$ cat config.mk
export PLATFORM = sky130hd
export DESIGN_NAME = div_ctrl
export DESIGN_NICKNAME = d
export VERILOG_FILES = /design/src/rtl/div_ctrl.sv
export SDC_FILE = /design/constraint.sdc
export NUM_CORES = 1
export LEC_CHECK = 0
export ABC_AREA = 1
export CAP_MARGIN = 15
export CELL_PAD_IN_SITES_DETAIL_PLACEMENT = 1
export CELL_PAD_IN_SITES_GLOBAL_PLACEMENT = 1
export CORE_MARGIN = 3
export CORE_UTILIZATION = 37
export CTS_BUF_LIST = sky130_fd_sc_hd__clkbuf_2 sky130_fd_sc_hd__clkbuf_4 sky130_fd_sc_hd__clkbuf_8
export DETAILED_ROUTE_END_ITERATION = 6
export PLACE_DENSITY_LB_ADDON = 0.1
export RECOVER_POWER = 100
export SKIP_CTS_REPAIR_TIMING = 1
export SYNTH_ARGS = -nofsm -noshare
export SYNTH_HDL_FRONTEND = slang
export SYNTH_SLANG_ARGS = --single-unit
$ cat constraint.sdc
create_clock -name clk -period 2.5 [get_ports clk]
set_clock_uncertainty 0.2 [all_clocks]
set_input_delay 0.375 -clock clk [delete_from_list [all_inputs] [get_ports clk]]
set_output_delay 0.375 -clock clk [all_outputs]
set_load 0.005 [all_outputs]
$ cat src/rtl/div_ctrl.sv
// div_ctrl: multi-cycle restoring divider for the execute stage.
// Optional signed DIV support is enabled by defining DIV_SIGNED_EN.
module div_ctrl #(
    parameter int WIDTH = 32
) (
    input  logic               clk,
    input  logic               rst,
    input  logic               start,
    input  logic               signed_div,
    input  logic [WIDTH-1:0]   opdata1,
    input  logic [WIDTH-1:0]   opdata2,
    input  logic               annul,
    output logic               divstall,
    output logic               ready,
    output logic [2*WIDTH-1:0] result
);

    typedef enum logic [1:0] {
        IDLE,
        DIVZERO,
        BUSY,
        DONE
    } state_t;

    state_t             state_q;
    logic [5:0]         cnt_q;
    logic [WIDTH-1:0]   quo_q;
    logic [WIDTH-1:0]   dvs_q;
    logic [WIDTH:0]     rem_q;
    logic [2*WIDTH-1:0] result_q;
    logic               ready_q;

    logic [WIDTH:0]     trial;
    logic [WIDTH:0]     diff;
    logic [WIDTH:0]     rem_nx;
    logic               qbit;
    logic [WIDTH-1:0]   quo_nx;
    logic [WIDTH-1:0]   mag1;
    logic [WIDTH-1:0]   mag2;
    logic [WIDTH-1:0]   q_fin;
    logic [WIDTH-1:0]   r_fin;
    logic               unused_bits;

    // One restoring step: shift in the next dividend bit, subtract if it fits
    always_comb begin
        trial  = {rem_q[WIDTH-1:0], quo_q[WIDTH-1]};
        diff   = trial - {1'b0, dvs_q};
        qbit   = ~diff[WIDTH];
        rem_nx = qbit ? diff : trial;
        quo_nx = {quo_q[WIDTH-2:0], qbit};
    end

`ifdef DIV_SIGNED_EN
    logic neg1;
    logic neg2;
    logic qneg_q;
    logic rneg_q;

    assign neg1  = signed_div & opdata1[WIDTH-1];
    assign neg2  = signed_div & opdata2[WIDTH-1];
    assign mag1  = neg1 ? (0 - opdata1) : opdata1;
    assign mag2  = neg2 ? (0 - opdata2) : opdata2;
    assign q_fin = qneg_q ? (0 - quo_nx) : quo_nx;
    assign r_fin = rneg_q ? (0 - rem_nx[WIDTH-1:0]) : rem_nx[WIDTH-1:0];
    assign unused_bits = rem_q[WIDTH];
`else
    assign mag1  = opdata1;
    assign mag2  = opdata2;
    assign q_fin = quo_nx;
    assign r_fin = rem_nx[WIDTH-1:0];
    assign unused_bits = ^{signed_div, rem_q[WIDTH]};
`endif

    // Stall is held through the whole operation; reset gates it off at once
    assign divstall = rst & ((state_q == IDLE && start && !annul)
                             || state_q == DIVZERO
                             || state_q == BUSY);
    assign ready    = ready_q;
    assign result   = result_q;

    // Control FSM with datapath registers and registered ready/result
    always_ff @(posedge clk or negedge rst) begin
        if (!rst) begin
            state_q  <= IDLE;
            cnt_q    <= '0;
            quo_q    <= '0;
            dvs_q    <= '0;
            rem_q    <= '0;
            result_q <= '0;
            ready_q  <= 1'b0;
`ifdef DIV_SIGNED_EN
            qneg_q   <= 1'b0;
            rneg_q   <= 1'b0;
`endif
        end else begin
            unique case (state_q)
                IDLE: begin
                    if (start && !annul) begin
                        if (opdata2 == '0) begin
                            state_q <= DIVZERO;
                        end else begin
                            quo_q   <= mag1;
                            dvs_q   <= mag2;
                            rem_q   <= '0;
                            cnt_q   <= '0;
`ifdef DIV_SIGNED_EN
                            qneg_q  <= neg1 ^ neg2;
                            rneg_q  <= neg1;
`endif
                            state_q <= BUSY;
                        end
                    end
                end
                DIVZERO: begin
                    if (annul) begin
                        state_q <= IDLE;
                    end else begin
                        result_q <= '0;
                        ready_q  <= 1'b1;
                        state_q  <= DONE;
                    end
                end
                BUSY: begin
                    if (annul) begin
                        state_q <= IDLE;
                    end else begin
                        quo_q <= quo_nx;
                        rem_q <= rem_nx;
                        cnt_q <= cnt_q + 6'd1;
                        if (cnt_q == 6'd31) begin
                            result_q <= {r_fin, q_fin};
                            ready_q  <= 1'b1;
                            state_q  <= DONE;
                        end
                    end
                end
                DONE: begin
                    if (!start) begin
                        ready_q <= 1'b0;
                        state_q <= IDLE;
                    end
                end
            endcase
        end
    end

endmodule

==> impl_metrics.json <==
{
  "outcome": "finished with violations",
  "pwr_density_cell_mw_per_mm2": 865.3,
  "final_min_period_over_clock_period": 1.084,
  "synth.top_cell.area_share": 0.4147,
  "grt_setup_unrepaired": "yes",
  "crit_path_max_incr_delay_ps": 420,
  "yosys.area_share.adder": 0.04859,
  "synth-main-ff-cell": "sky130_fd_sc_hd__dfrtp_1",
  "synthesis.area_mm2": 0.01020,
  "synthesis.yosys.warnings": 0,
  "effective_utilization_at_floorplan": 0.3773,
  "clkSlewWorstSetupHoldPaths_ps": 130,
  "fmaxAchievable_mhz": 368.9,
  "io_buffers": 133,
  "floorplan.core_area_mm2": 0.02703,
  "die_x_um": 172.0,
  "grt_pass1_wl_mm": 57.99,
  "post_synth_mux_area_share": 0,
  "synthesis.area_per_instance_um2": 7.033,
  "drc": 0,
  "share_clk_of_total_power": 0.169,
  "synth.ff_latch_count": 169,
  "synth_enable_flop_cells": 0,
  "timing.final.max_slew_violations": 113,
  "antenna_violating_nets_post_route": 0,
  "numCtsBuffers": 17,
  "floorplan.rows": 60,
  "antenna_found_initial": 0,
  "routabilityCongestion": 0.8687,
  "synthXorXnorAreaFrac": 0.01288,
  "path_common_cell": "sky130_fd_sc_hd__nand2_2",
  "initialDrtViolationCount": 618,
  "yosys.area_share.simple": 0.3667,
  "synthTopCellsByArea": "sky130_fd_sc_hd__dfrtp_1 (41%), sky130_fd_sc_hd__nand2_1 (21%), sky130_fd_sc_hd__nand3_1 (9.4%)",
  "maximum_root_to_sink_buffer_count": 2,
  "detail_route.first_pass.iterations": 5,
  "ir_worst_vdd_uv": 660.1,
  "fin_total_pwr_w": 0.01293,
  "ioPinCount": 135,
  "netlist-cell-type-count": 41,
  "post_layout_nonfiller_instances": 2116,
  "failed_checks": "capacitance limit, slew limit, setup timing",
  "crit_slowest_cell": "sky130_fd_sc_hd__dfrtp_1",
  "cp-end-kind": "flop",
  "critPathTopFamily": "simple AND/OR/NAND/NOR gates",
  "buffers_plus_inverters_on_the_worst_setup_path": 4,
  "ctsRootBufferMaster": "sky130_fd_sc_hd__clkbuf_8",
  "fillers": 3348,
  "combinationalPowerShare": 0.525,
  "power.leakage_nw": 7.825,
  "drt-wirelength-per-cell_um": 18.86,
  "fin_nets": 1870,
  "total_switching_power_w": 0.005804,
  "async_flop_share": 1.000,
  "synth_compound_area_frac": 0.06245,
  "timing.hold.worst.class": "in -> reg",
  "die_footprint_mm2": 0.02959,
  "grt_max_degree": 113,
  "number_of_vias_per_cell": 5.157,
  "gr-usage-all-layers": 0.2468,
  "post-route-cell-area_mm2": 0.01495,
  "worst-setup-path-type": "reg -> reg",
  "crit_path_max_fanout": 5,
  "die_height_um": 172.0,
  "worst_slew_pin_slew_ps": 1537,
  "worstPathRequired_ps": 2650,
  "syn2layout_area_growth_pct": 46.56,
  "total_wire_length_mm": 39.91,
  "tritoncts": "yes",
  "synth_top_cell_by_area": "sky130_fd_sc_hd__dfrtp_1",
  "worst_slew_margin_rel": -0.02456,
  "global_route.overflow_total": 0,
  "cap_violations": 1,
  "hold_viol_final": 0,
  "setup.worst_path.start_class": "flop",
  "post_dp_cell_area_mm2": 0.01320,
  "cts.sink_count": 169,
  "switching_share": 0.4488,
  "place.detailed.hpwl_mm": 27.87,
  "synthCells": 1450,
  "grt_pass1_vias": 11296,
  "cp_cell_sequence": "inv_1 > ha_2 > inv_2 > fa_2 > nand2_2 > nand2_2 > nand3_2 > nand2_2 > nand2_2 > nand2_2 > nand2_4 > nand3_4 > buf_12 > clkbuf_16 > nand3_2 > nand2_2 > nand3_1 > nand2_1",
  "htree_levels": 4,
  "via_count": 10912,
  "dominant_cell_by_count_in_the_synthesized_netlist": "sky130_fd_sc_hd__nand2_1",
  "post_synthesis_sequential_area_ratio": 0.4147,
  "drive_above_1_share": 0.2513,
  "synth.net_count": 1558,
  "placed_cells": 2053,
  "setup_viol": 66,
  "timing.final.ws_setup_ps": -210.6,
  "internal_power_w": 0.007128,
  "sequentialPowerShare": 0.305,
  "layout_min_cycle_time_ps": 2711,
  "clk-insertion-delay-late_ps": 490,
  "antenna_cells_inserted": 0,
  "timing.critical_path.arrival_ps": 2860,
  "netlist_top_cells_count": "sky130_fd_sc_hd__nand2_1 (568), sky130_fd_sc_hd__nand3_1 (192), sky130_fd_sc_hd__inv_1 (177)",
  "synth_top_family_by_area": "simple AND/OR/NAND/NOR gates"
}
[cell usage in the layout, fill, tap and decap left out, types with 35 or more instances in the layout]
master,synthesis,final
sky130_fd_sc_hd__nand3_1,192,126
sky130_fd_sc_hd__nand3_2,3,58
sky130_fd_sc_hd__o21ai_0,35,35
sky130_fd_sc_hd__buf_4,6,183
sky130_fd_sc_hd__dfrtp_1,169,166
sky130_fd_sc_hd__clkdlybuf4s50_1,0,111
sky130_fd_sc_hd__nor2_1,63,49
sky130_fd_sc_hd__nand2_1,568,519
sky130_fd_sc_hd__inv_1,177,173
sky130_fd_sc_hd__nand2_2,19,55
[flip-flops by register name, summed over array words and instances, names as in the netlist]
signal   count
state_q      2
cnt_q        6
rem_q       32
dvs_q       32
quo_q       32
result      64
ready        1
[power groups by stage]
stage	combinational, W	sequential, W	clock (W)
5_1_grt	0.00745	0.00404	0.00235
3_5_place_dp	0.00615	0.00398	0
3_3_place_gp	0.00596	0.00396	0
4_1_cts	0.00621	0.00394	0.00225
2_1_floorplan	0.00329	0.00387	0
6_report	0.00679	0.00395	0.00219
[cell type report]
type	instances	area, µm²	area share
tap	341	426.7	0.02855
clock buffer	17	234.0	0.01566
clock inverter	15	203.9	0.01365
multi-input combinational	1048	5922	0.3962
sequential	169	4233	0.2832
inverter	180	675.6	0.04521
timing repair buffer	346	3251	0.2175
[stage by stage]
| stage | utilization | worst slack, ps | hold WS [ps] | TNS (ps) |
|---|---|---|---|---|
| after floorplan | - | 102.1 | -120.6 | 0 |
| after global placement | 0.4884 | -472.9 | 256.8 | -42910 |
| after detailed placement | 0.4884 | -608.3 | 263.6 | -55310 |
| after CTS | 0.5046 | -405.1 | -140.4 | -10320 |
| after global routing | 0.5530 | -298.8 | 242.2 | -23230 |
| final | 0.5530 | -210.6 | 257.8 | -11160 |
[metal layers]
| metal | up-vias | wire, µm | track usage |
|---|---|---|---|
| li1 | 5204 | - | - |
| met1 | 5385 | 17300 | 0.3234 |
| met2 | 249 | 19640 | 0.4175 |
| met3 | 74 | 1900 | 0.05235 |
| met4 | 0 | 1061 | 0.06317 |
| met5 | - | 0 | 0 |
[final timing paths]
check	startpoint	end	slack [ps]	cells past startpoint
max	quo_q[31]	result[44]	-210	18
min	opdata2[7]	dvs_q[7]	260	3
max reg2reg	quo_q[31]	result[44]	-210	18
min reg2reg	result[2]	result[2]	280	2
max in group asynchronous	rst	rem_q[16]	170	3
min in group asynchronous	rst	result[46]	920	3
[worst min-delay path, stage by stage]
cell,delay (ps)
sky130_fd_sc_hd__clkdlybuf4s50_1,400
sky130_fd_sc_hd__inv_1,60
sky130_fd_sc_hd__o21ai_0,80
[logic make-up (layout without fill, tap and decap cells)]
kind of cell | Yosys count | after routing
XOR/XNOR | 15 | 15
AND/OR/NAND/NOR | 884 | 886
flip-flops | 169 | 169
buffers and inverters | 235 | 558
AO/OA/AOI/OAI | 108 | 108
adder cells (fa/ha/maj) | 39 | 39
Note: power is estimated with default switching activity, not from simulation.
